## config.mk

```make
export PLATFORM = sky130hd
export DESIGN_NAME = keypad_scan_ctrl
export DESIGN_NICKNAME = d
export VERILOG_FILES = /design/src/rtl/keypad_scan_ctrl.sv
export SDC_FILE = /design/constraint.sdc
export NUM_CORES = 1
export LEC_CHECK = 0
export CAP_MARGIN = 30
export CORE_ASPECT_RATIO = 1.5
export CORE_MARGIN = 3
export CORE_UTILIZATION = 25
export CTS_BUF_LIST = sky130_fd_sc_hd__clkbuf_16
export DETAILED_ROUTE_END_ITERATION = 7
export DONT_BUFFER_PORTS = 1
export HOLD_SLACK_MARGIN = 0.02
export SKIP_CTS_REPAIR_TIMING = 1
export SYNTH_ARGS = -nofsm -noshare
export SYNTH_HDL_FRONTEND = slang
export SYNTH_SLANG_ARGS = --single-unit
export TNS_END_PERCENT = 1
```

## constraint.sdc

```tcl
create_clock -name clk -period 2.8 [get_ports clk]
set_input_delay 0.7 -clock clk [delete_from_list [all_inputs] [get_ports clk]]
set_output_delay 0.7 -clock clk [all_outputs]
set_load 0.01 [all_outputs]
```

## src/rtl/keypad_scan_ctrl.sv

```systemverilog
// Row-strobed 8x4 key matrix scanner with whole-scan debounce and a valid/ack key handshake.
// Optional ghosting guard and multi_key flag: define KEYPAD_SCAN_MULTI_EN.
module keypad_scan_ctrl #(
  parameter int SCAN_DIV = 4,
  parameter int DEBOUNCE = 2
) (
  input  logic       clk,
  input  logic       rst,
  output logic [7:0] row_n,
  input  logic [3:0] col_n,
  output logic       key_valid,
  output logic [4:0] key_code,
  input  logic       key_ack,
  output logic       multi_key
);

  localparam logic [7:0] DIV_LAST = 8'(SCAN_DIV - 1);
  localparam logic [3:0] DEB_MAX  = 4'(DEBOUNCE);

  typedef enum logic [1:0] {SCAN, HOLD, RELEASE} state_t;

  state_t      state_q, state_d;
  logic [3:0]  col_s1_q, col_s2_q;
  logic [7:0]  div_q, div_d;
  logic [2:0]  row_q, row_d;
  logic        cand_valid_q, cand_valid_d;
  logic [4:0]  cand_code_q, cand_code_d;
  logic        cand_multi_q, cand_multi_d;
  logic        prev_valid_q, prev_valid_d;
  logic [4:0]  prev_code_q, prev_code_d;
  logic [3:0]  match_q, match_d, match_next;
  logic [3:0]  empty_q, empty_d, empty_inc;
  logic        key_valid_q, key_valid_d;
  logic [4:0]  key_code_q, key_code_d;

  logic        sample, scan_end, first_row, releasing;
  logic [3:0]  pressed;
  logic        row_hit, row_multi;
  logic [1:0]  low_col;
  logic        acc_valid, acc_multi;
  logic        scan_valid, scan_multi, eff_valid;
  logic [4:0]  scan_code;

  always_comb begin
    sample    = (div_q == DIV_LAST);
    scan_end  = sample && (row_q == 3'd7);
    first_row = (row_q == 3'd0);
    div_d     = sample ? 8'd0 : div_q + 8'd1;
    row_d     = sample ? row_q + 3'd1 : row_q;

    pressed   = ~col_s2_q;
    row_hit   = |pressed;
    row_multi = |(pressed & (pressed - 4'd1));
    if (pressed[0])      low_col = 2'd0;
    else if (pressed[1]) low_col = 2'd1;
    else if (pressed[2]) low_col = 2'd2;
    else                 low_col = 2'd3;

    // Row 0 starts a fresh scan, so the previous scan's accumulators are ignored there.
    acc_valid  = cand_valid_q & ~first_row;
    acc_multi  = cand_multi_q & ~first_row;
    scan_valid = acc_valid | row_hit;
    scan_code  = acc_valid ? cand_code_q : {row_q, low_col};
    scan_multi = acc_multi | row_multi | (acc_valid & row_hit);

    cand_valid_d = sample ? scan_valid : cand_valid_q;
    cand_code_d  = sample ? scan_code  : cand_code_q;
    cand_multi_d = sample ? scan_multi : cand_multi_q;

`ifdef KEYPAD_SCAN_MULTI_EN
    eff_valid = scan_valid & ~scan_multi;
`else
    eff_valid = scan_valid;
`endif

    if (!eff_valid)                                      match_next = 4'd0;
    else if (!prev_valid_q || (prev_code_q != scan_code)) match_next = 4'd1;
    else if (match_q < DEB_MAX)                          match_next = match_q + 4'd1;
    else                                                 match_next = match_q;

    match_d      = scan_end ? match_next : match_q;
    prev_valid_d = scan_end ? eff_valid  : prev_valid_q;
    prev_code_d  = scan_end ? scan_code  : prev_code_q;

    state_d     = state_q;
    key_valid_d = key_valid_q;
    key_code_d  = key_code_q;
    empty_d     = empty_q;
    empty_inc   = empty_q + 4'd1;

    case (state_q)
      SCAN: begin
        empty_d = 4'd0;
        if (scan_end && eff_valid && (match_next == DEB_MAX)) begin
          key_code_d  = scan_code;
          key_valid_d = 1'b1;
          state_d     = HOLD;
        end
      end
      HOLD: begin
        if (key_ack) begin
          key_valid_d = 1'b0;
          state_d     = RELEASE;
        end
      end
      RELEASE: ;
      default: state_d = SCAN;
    endcase

    // An ack landing on an end-of-scan edge already lets that scan count toward release.
    releasing = (state_q == RELEASE) || ((state_q == HOLD) && key_ack);
    if (releasing && scan_end) begin
      if (eff_valid) begin
        empty_d = 4'd0;
      end else if (empty_inc == DEB_MAX) begin
        empty_d = 4'd0;
        match_d = 4'd0;
        state_d = SCAN;
      end else begin
        empty_d = empty_inc;
      end
    end
  end

`ifdef KEYPAD_SCAN_MULTI_EN
  logic multi_key_q, multi_key_d;

  always_comb begin
    multi_key_d = scan_end ? scan_multi : multi_key_q;
  end

  always_ff @(posedge clk) begin
    if (rst) multi_key_q <= 1'b0;
    else     multi_key_q <= multi_key_d;
  end

  assign multi_key = multi_key_q;
`else
  assign multi_key = 1'b0;
`endif

  always_ff @(posedge clk) begin
    if (rst) begin
      state_q      <= SCAN;
      col_s1_q     <= 4'd0;
      col_s2_q     <= 4'd0;
      div_q        <= 8'd0;
      row_q        <= 3'd0;
      cand_valid_q <= 1'b0;
      cand_code_q  <= 5'd0;
      cand_multi_q <= 1'b0;
      prev_valid_q <= 1'b0;
      prev_code_q  <= 5'd0;
      match_q      <= 4'd0;
      empty_q      <= 4'd0;
      key_valid_q  <= 1'b0;
      key_code_q   <= 5'd0;
    end else begin
      state_q      <= state_d;
      col_s1_q     <= col_n;
      col_s2_q     <= col_s1_q;
      div_q        <= div_d;
      row_q        <= row_d;
      cand_valid_q <= cand_valid_d;
      cand_code_q  <= cand_code_d;
      cand_multi_q <= cand_multi_d;
      prev_valid_q <= prev_valid_d;
      prev_code_q  <= prev_code_d;
      match_q      <= match_d;
      empty_q      <= empty_d;
      key_valid_q  <= key_valid_d;
      key_code_q   <= key_code_d;
    end
  end

  assign row_n     = ~(8'b1 << row_q);
  assign key_valid = key_valid_q;
  assign key_code  = key_code_q;

endmodule

```

==> results of run 1 <==
-- routing by layer --
| metal | vias up | track usage (%) |
|---|---|---|
| met5 | - | 0 |
| met4 | 0 | 3.48 |
| met3 | 6 | 2.65 |
| li1 | 904 | - |
| met2 | 29 | 17.5 |
| met1 | 835 | 10.3 |
-- flip-flops by register name, summed over array words and instances, names as in the netlist, 3 cells and up --
signal       cells
cand_code_q      5
col_s1_q         4
col_s2_q         4
div_q            8
empty_q          4
key_code         5
match_q          4
prev_code_q      5
row_q            3
-- report_power, final --
group | switching, W | internal (W)
Clock | 0.000242 | 0.000416
Combinational | 0.0000482 | 0.0000323
Sequential | 0.0000174 | 0.000685
Total | 0.000308 | 0.00113
-- layout make-up --
| cell class | count | area (um2) |
|---|---|---|
| fillers | 930 | 6020 |
| flip-flops and latches | 47 | 941 |
| well taps | 107 | 134 |
| clock buffers | 5 | 125 |
| clock inverters | 2 | 37.5 |
| repair buffers | 4 | 30.0 |
| multi-input cells | 187 | 1180 |
| inverters | 11 | 41.3 |
-- worst max path at each step --
| stage | to | from |
|---|---|---|
| final | empty_q[3]$_SDFFE_PP0P_ | row_q[0]$_SDFFE_PP0P_ |
| after global routing | key_code[2]$_SDFFE_PP0P_ | row_q[0]$_SDFFE_PP0P_ |
| after CTS | empty_q[3]$_SDFFE_PP0P_ | row_q[0]$_SDFFE_PP0P_ |
| after detailed placement | empty_q[3]$_SDFFE_PP0P_ | row_q[0]$_SDFFE_PP0P_ |
| after global placement | empty_q[3]$_SDFFE_PP0P_ | row_q[0]$_SDFFE_PP0P_ |
| after floorplan | empty_q[3]$_SDFFE_PP0P_ | row_q[0]$_SDFFE_PP0P_ |
-- cells by family after synthesis --
logic type	count (synthesis)
and+or+nand+nor	107
AOI/OAI and AO/OA	56
DFF	47
buffers and inverters	24
adders and majority gates	10
xor gates and xnor gates	9
muxes	4
other	1
-- placed cells by master, fill, tap and decap left out, types with 5 or more instances in the layout --
| cell type | Yosys | final |
|---|---|---|
| dfxtp_1 | 47 | 47 |
| nor2_1 | 32 | 32 |
| nand2_1 | 18 | 18 |
| a21oi_1 | 15 | 15 |
| nor3_1 | 12 | 12 |
| nor2b_1 | 11 | 11 |
| inv_1 | 10 | 10 |
| nand3_1 | 10 | 10 |
| ha_1 | 10 | 10 |
| a211oi_1 | 9 | 9 |
| a31oi_1 | 7 | 7 |
| o21ai_0 | 6 | 6 |
| xor2_1 | 5 | 5 |
| clkbuf_16 | 0 | 5 |
-- stage by stage --
step	hold WS [ns]	total power [W]	area, um2	util [%]	setup WS [ns]
finish	0.439	0.00144	2490	29.3	0.295
global route	0.454	0.00149	2490	29.3	0.0294
detailed placement	0.427	0.000799	2330	27.4	0.296
global placement	0.430	0.000797	2330	27.4	0.373
floorplan	0.414	0.000791	2220	-	0.560
CTS	0.442	0.00146	2490	29.3	0.298
==> run summary, run 1 <==
CP Cell Sequence: inv_1 -> ha_1 -> nor2b_4 -> inv_2 -> a211o_1 -> or3_1 -> or4b_1 -> a21oi_1
asr flop ratio synth: 0%
H-tree depth: 2
min Tclk post-route: 2.51 ns
fin cells: 363
dpl hpwl: 3490 um
CP top delay family: simple AND/OR/NAND/NOR gates
mux contribution to synthesized area: 1.80%
routed wl met2: 2430 um
share of cells above drive strength 1: 7.03%
initial antenna violation count: 0
skew final: 0.00350 ns
routed wire length on met3: 225 um
global-route wire length before repair: 7840 um
worst hold path depth: 1
reg2reg setup slack: 0.29 ns
main combinational cell family by area after synthesis: simple AND/OR/NAND/NOR gates
Starting Density: 26.1%
Critical Path End Type: flop
Hold Path End: col_s2_q[2]$_SDFF_PP0_
post-synthesis sequential area ratio: 42.3%
Pleak: 0.818 nW
buffers and inverters on the worst path: 2
Die W: 83.0 um
maximum vdd ir drop: 0.412 mV
Die ar.: 10100 um2
Req. time, crit path: 3.02 ns
Total Nets Final: 273
vias in the first global route: 1708
vias per cell: 4.89
CTS max path bufs: 2
period utilisation layout: 89.5%
Max FO, Critical Path: 11
clock slew at reported path FFs: 0.06 ns
Synth top area share: 42.3%
IO Pins: 22
xor/xnor share of the synthesized area: 3.55%
drt pass-1 iters: 4
CP Class: reg -> reg
pin count of the biggest net entering global routing: 45
GRT overflow: 0
most frequent cell after synthesis: dfxtp_1
Synth-to-Final Area Change: 12.2%
cell row count: 41
Final Hold Fails: 0
gpl congestion: 0.761
Worst R2R Start: row_q[0]$_SDFFE_PP0P_
drc violations: 0
Total Wirelength: 4720 um
number of flops mapped to enable cells by yosys: 0
Routed Antenna Nets: 0
min-delay src: col_s1_q[2]$_SDFF_PP0_
Worst R2R Path Depth: 8
most used flip-flop cell after synthesis: dfxtp_1
M1 WL: 1990 um
Post-Place Cells: 356
Avg Synthesized Cell Area: 8.61 um2
Syn Inst Count: 258
syn_nets: 275
Yosys Warn Count: 0
drt initial violations: 87
Fmax: 399 MHz
TritonCTS clock tree: built
Core Area: 8520 um2
instance count on the critical path: 8
simple-gate share of the synthesized area: 24.8%
Synth Area in Adders: 5.63%
status: finished clean
largest area contributor in the netlist: dfxtp_1
max-slew violation count: 0
setup TNS: 0 ns
vias post-DR: 1774
reg2reg end: empty_q[3]$_SDFFE_PP0P_
synthesized flop and latch total: 47
Worst path max stage delay: 0.49 ns
top sig layer: met4
Final Setup Violations: 0
clock root cell: clkbuf_16
critical path arrival: 2.72 ns
crit start category: flop
number of buffers created by CTS: 5
Hold Path Class: reg -> reg
clock sinks: 47
global-route usage over all layers: 9.51%
synth top area cells: dfxtp_1, ha_1, nor2_1, a21oi_1, nor2b_1
pwr dens: 578 nW/um2
Routed WL per cell: 13.0 um
ANT cells: 0
synth unique cells: 46
Max-cap violations: 0
critical path's slowest cell: or4b_1
overall die height: 121 um
RSZ-0062 raised after global routing: false
Synth Cell Area: 2220 um2
top post-synthesis cells by count: dfxtp_1, nor2_1, nand2_1
Compound-Gate Fraction of Synth Area: 17.1%
clock latency on the worst-skew pair: 0.28 ns
I/O Buffers: 0
Note: power is estimated with default switching activity, not from simulation.
==> inputs of run 2 (changes only) <==
Clock period 2.8 ns to 2.3 ns, I/O delays scaled along.
==> run 2 against run 1 <==
Global-route usage rose by 0.82 points. Critical path depth did not move. Clock skew fell by 0.00057 ns. Wire length rose by 9.1%. Sequential power rose by 21%. Final area rose by 5.6%. Clock power rose by 41%. Total power rose by 32%. Hold slack got worse by 0.084 ns. Clock-buffer cell count did not move. Sequential cell count did not move. Non-clock buffer count rose by 11. Largest power group is now the clock network.
==> run summary, run 2 (synthesized netlist as in run 1, its figures left out) <==
instance count on the critical path: 8 (unchanged)
fin util: 30.9% (+1.6 points)
Total Wirelength: 5140 um (+9.1%)
Routed WL per cell: 13.7 um (+5.6%)
global-route usage over all layers: 10.3% (+0.82 points)
status: finished clean
post-placement cell area: 2410 um2 (+3.5%)
clock slew at reported path FFs: 0.06 ns (about the same)
largest register by flop count: div_q
share of cells above drive strength 1: 14.9% (+7.9 points)
drc violations: 0 (unchanged)
max FFs per register: 8 (unchanged)
drt initial violations: 107 (+23%)
number of buffers created by CTS: 5 (unchanged)
skew final: 0.00293 ns (-0.000569 ns)
dpl hpwl: 3740 um (+7.3%)
gpl congestion: 0.787 (+3.4%)
initial antenna violation count: 0 (unchanged)
reg2reg end: empty_q[3]$_SDFFE_PP0P_
Setup crit end: empty_q[3]$_SDFFE_PP0P_
Pleak: 0.884 nW (+8.1%)
vias per cell: 4.91 (+0.51%)
Hold Path Class: in -> reg
crit start category: flop
H-tree depth: 2 (unchanged)
vias post-DR: 1842 (+3.8%)
buffers and inverters on the worst path: 2 (unchanged)
I/O Buffers: 0 (unchanged)
worst hold path depth: 1 (unchanged)
Critical Path End Type: flop
Req. time, crit path: 2.52 ns (-0.50 ns)
crit path launch: row_q[0]$_SDFFE_PP0P_
Fmax: 450 MHz (+13%)
clock latency on the worst-skew pair: 0.29 ns (about the same)
pin count of the biggest net entering global routing: 45 (unchanged)
GRT overflow: 0 (unchanged)
Slew headroom: 66.7%
clock sinks: 47 (unchanged)
CP top delay family: simple AND/OR/NAND/NOR gates
Starting Density: 26.1% (unchanged)
period utilisation layout: 96.7% (+7.2 points)
most frequent cells in the layout: dfxtp_1, nor2_1, nand2_1
min Tclk post-route: 2.22 ns (-0.282 ns)
pwr dens: 722 nW/um2 (+25%)
global-route wire length before repair: 8420 um (+7.4%)
Max-cap violations: 0 (unchanged)
Routed Antenna Nets: 0 (unchanged)
Worst Tran Pin Value: 0.495 ns
CP Cell Sequence: inv_1 -> ha_2 -> nor2b_4 -> inv_2 -> a211o_1 -> or3_4 -> or4b_1 -> a21oi_1
critical path arrival: 2.44 ns (-0.28 ns)
Core Area: 8520 um2 (unchanged)
cell row count: 41 (unchanged)
Worst path max stage delay: 0.47 ns (-0.02 ns)
Max FO, Critical Path: 10 (-1)
TritonCTS clock tree: built
Die ar.: 10100 um2 (unchanged)
commonest non-fill, non-tap cell in the layout: dfxtp_1
Worst R2R Start: row_q[0]$_SDFFE_PP0P_
ANT cells: 0 (unchanged)
Die W: 83.0 um (unchanged)
Synth-to-Final Area Change: 18.4%
design area: 2630 um2 (+5.6%)
Worst R2R Path Depth: 8 (unchanged)
Final Hold Fails: 0 (unchanged)
vias in the first global route: 1769 (+3.6%)
Total Nets Final: 284 (+4.0%)
drt pass-1 iters: 4 (unchanged)
CP Class: reg -> reg
maximum vdd ir drop: 0.710 mV (+72%)
max-slew violation count: 0 (unchanged)
overall die height: 121 um (unchanged)
clock root cell: clkbuf_16
IO Pins: 22 (unchanged)
CTS max path bufs: 2 (unchanged)
Final Setup Violations: 0 (unchanged)
critical path's slowest cell: or4b_1
reg2reg setup slack: 0.08 ns (-0.22 ns)
-- run 2: cell count changes in the layout (fill, tap and decap cells not counted), sizes merged --
cell    before  now
bufinv       1    2
buf          4   15
-- run 2: layout make-up --
| type | count | area, um2 |
|---|---|---|
| fill | 923 | 5880 |
| multi-input combinational | 187 | 1210 |
| sequential | 47 | 941 |
| tap | 107 | 134 |
| clock buffer | 5 | 125 |
| timing repair buffer | 15 | 113 |
| clock inverter | 3 | 67.6 |
| inverter | 11 | 41.3 |
-- run 2: power breakdown --
group,switching [W],internal (W),total [W]
clock network,0.000306,0.000622,0.000928
logic,0.0000687,0.0000536,0.000122
registers,0.0000159,0.000834,0.000850
total,0.000390,0.00151,0.00190
-- run 2: worst min path at each step --
stage                                start                     end  slack [ns]
finish                                 rst  col_s1_q[3]$_SDFF_PP0_        0.35
detailed placement  col_s1_q[2]$_SDFF_PP0_  col_s2_q[2]$_SDFF_PP0_        0.42
CTS                                    rst  col_s2_q[2]$_SDFF_PP0_        0.35
floorplan           col_s1_q[0]$_SDFF_PP0_  col_s2_q[0]$_SDFF_PP0_        0.41
global route                           rst  col_s2_q[2]$_SDFF_PP0_        0.35
global placement    col_s1_q[0]$_SDFF_PP0_  col_s2_q[0]$_SDFF_PP0_        0.42
-- run 2: per-layer routing --
metal / vias up / routed length, um / global-route usage [%]
met2: 40 / 2770 / 19.6
met4: 0 / 100 / 4.29
met1: 865 / 2070 / 10.5
li1: 929 / - / -
met5: - / 0 / 0
met3: 8 / 209 / 2.72
-- run 2: per-stage QoR --
stage | setup TNS (ns) | worst slack, ns | instances | total power (W) | hold slack (ns)
2_1_floorplan | 0 | 0.0595 | 258 | 0.000963 | 0.414
3_3_place_gp | 0 | 0.0840 | 367 | 0.000986 | 0.424
3_5_place_dp | 0 | 0.0355 | 367 | 0.000989 | 0.425
4_1_cts | 0 | 0.0223 | 375 | 0.00192 | 0.346
5_1_grt | -0.0603 | -0.0187 | 375 | 0.00197 | 0.346
6_report | 0 | 0.0770 | 375 | 0.00190 | 0.355
==> inputs of run 3 (changes only) <==
Settings changed: MAX_ROUTING_LAYER set to met4.
==> run 3 against run 2 <==
Sequential share of layout area is the same. Register-to-register slack is essentially flat. Critical path type unchanged. First-iteration DRC count grew 9.3%. Highest routed layer unchanged. Worst setup slack gained 0.015 ns. Clock power is essentially flat.
==> run summary, run 3 (synthesized netlist as in run 1, its figures left out) <==
number of buffers created by CTS: 5 (unchanged)
Critical Path End Type: flop
I/O Buffers: 0 (unchanged)
pin count of the biggest net entering global routing: 45 (unchanged)
share of cells above drive strength 1: 14.9% (unchanged)
largest register by flop count: div_q
Max FO, Critical Path: 10 (unchanged)
overall die height: 121 um (unchanged)
gpl congestion: 0.798 (+1.4%)
max FFs per register: 8 (unchanged)
CTS max path bufs: 2 (unchanged)
TritonCTS clock tree: built
period utilisation layout: 96.0% (-0.65 points)
critical path arrival: 2.43 ns (about the same)
Max-cap violations: 0 (unchanged)
Min Hold Slack: 0.355 ns (-0.0000270 ns)
Total Wirelength: 5130 um (-0.35%)
drt initial violations: 117 (+9.3%)
Req. time, crit path: 2.52 ns (about the same)
Tot Pwr: 0.00190 W (about the same)
crit start category: flop
Core Area: 8520 um2 (unchanged)
max-slew violation count: 0 (unchanged)
setup TNS: 0 ns (unchanged)
Pleak: 0.884 nW (unchanged)
maximum vdd ir drop: 0.710 mV (about the same)
drc violations: 0 (unchanged)
vias per cell: 4.93 (+0.43%)
Routed Antenna Nets: 0 (unchanged)
Synth-to-Final Area Change: 18.4% (unchanged)
clock root cell: clkbuf_16
Worst Tran Pin Value: 0.495 ns (+0.00000137 ns)
clock latency on the worst-skew pair: 0.29 ns (about the same)
IO Pins: 22 (unchanged)
Die ar.: 10100 um2 (unchanged)
H-tree depth: 2 (unchanged)
cell row count: 41 (unchanged)
skew final: 0.00296 ns (+0.0000326 ns)
initial antenna violation count: 0 (unchanged)
most frequent cells in the layout: dfxtp_1, nor2_1, nand2_1
clock sinks: 47 (unchanged)
Routed WL per cell: 13.7 um (-0.35%)
CP Class: reg -> reg
Final Setup Violations: 0 (unchanged)
Final Hold Fails: 0 (unchanged)
fin cells: 375 (unchanged)
Fmax: 453 MHz (+0.68%)
post-placement cell area: 2410 um2 (unchanged)
design area: 2630 um2 (unchanged)
clock slew at reported path FFs: 0.06 ns (about the same)
Hold Path Class: in -> reg
ANT cells: 0 (unchanged)
Starting Density: 26.1% (unchanged)
Slew headroom: 66.7% (about the same)
GRT overflow: 0 (unchanged)
Die W: 83.0 um (unchanged)
dpl hpwl: 3740 um (unchanged)
drt pass-1 iters: 4 (unchanged)
global-route usage over all layers: 10.6% (+0.28 points)
vias in the first global route: 1764 (-0.28%)
status: finished clean
Total Nets Final: 284 (unchanged)
commonest non-fill, non-tap cell in the layout: dfxtp_1
pwr dens: 722 nW/um2 (about the same)
min Tclk post-route: 2.21 ns (-0.0150 ns)
vias post-DR: 1850 (+0.43%)
Post-Place Cells: 367 (unchanged)
global-route wire length before repair: 8420 um (unchanged)
## run 3: cell counts in the layout (fill, tap and decap cells not counted)
Identical to the previous run, type by type.
## run 3: area by class of cell
type                       instances  area [um2]
inverter                          11        41.3
clock buffer                       5         125
fill                             923        5880
sequential                        47         941
clock inverter                     3        67.6
multi-input combinational        187        1210
timing repair buffer              15         113
tap                              107         134
## run 3: power by group
part           internal, W  switching [W]  leakage, nW
combinational    0.0000536      0.0000686        0.413
sequential        0.000834      0.0000159        0.381
clock             0.000622       0.000306       0.0900
total              0.00151       0.000390        0.884
## run 3: metrics by stage
step	worst slack, ns	utilization (%)
global placement	0.0840	28.3
floorplan	0.0595	-
finish	0.0920	30.9
global route	-0.0187	30.9
detailed placement	0.0355	28.3
CTS	0.0223	30.6
## run 3: per-layer routing
metal / wire length, um / GRT usage [%] / part of all wire (%) / vias up
met5: 0 / - / 0 / -
li1: - / - / - / 929
met1: 2020 / 10.5 / 39 / 872
met3: 205 / 2.72 / 4.0 / 9
met2: 2800 / 19.6 / 55 / 40
met4: 98 / 4.29 / 1.9 / 0
## run 3: worst paths after layout
kind                          start                       to  slack (ns)  depth (start not counted)
max           row_q[0]$_SDFFE_PP0P_  empty_q[3]$_SDFFE_PP0P_        0.09                          8
min                             rst   col_s1_q[3]$_SDFF_PP0_        0.35                          1
max reg2reg   row_q[0]$_SDFFE_PP0P_  empty_q[3]$_SDFFE_PP0P_        0.09                          8
min reg2reg  col_s1_q[1]$_SDFF_PP0_   col_s2_q[1]$_SDFF_PP0_        0.44                          1
## run 3: worst max-delay path, stage by stage (launching register included)
cell and delay, ns:
dfxtp_1 0.33, inv_1 0.09, ha_2 0.18, nor2b_4 0.15
inv_2 0.09, a211o_1 0.29, or3_4 0.39, or4b_1 0.47
a21oi_1 0.14
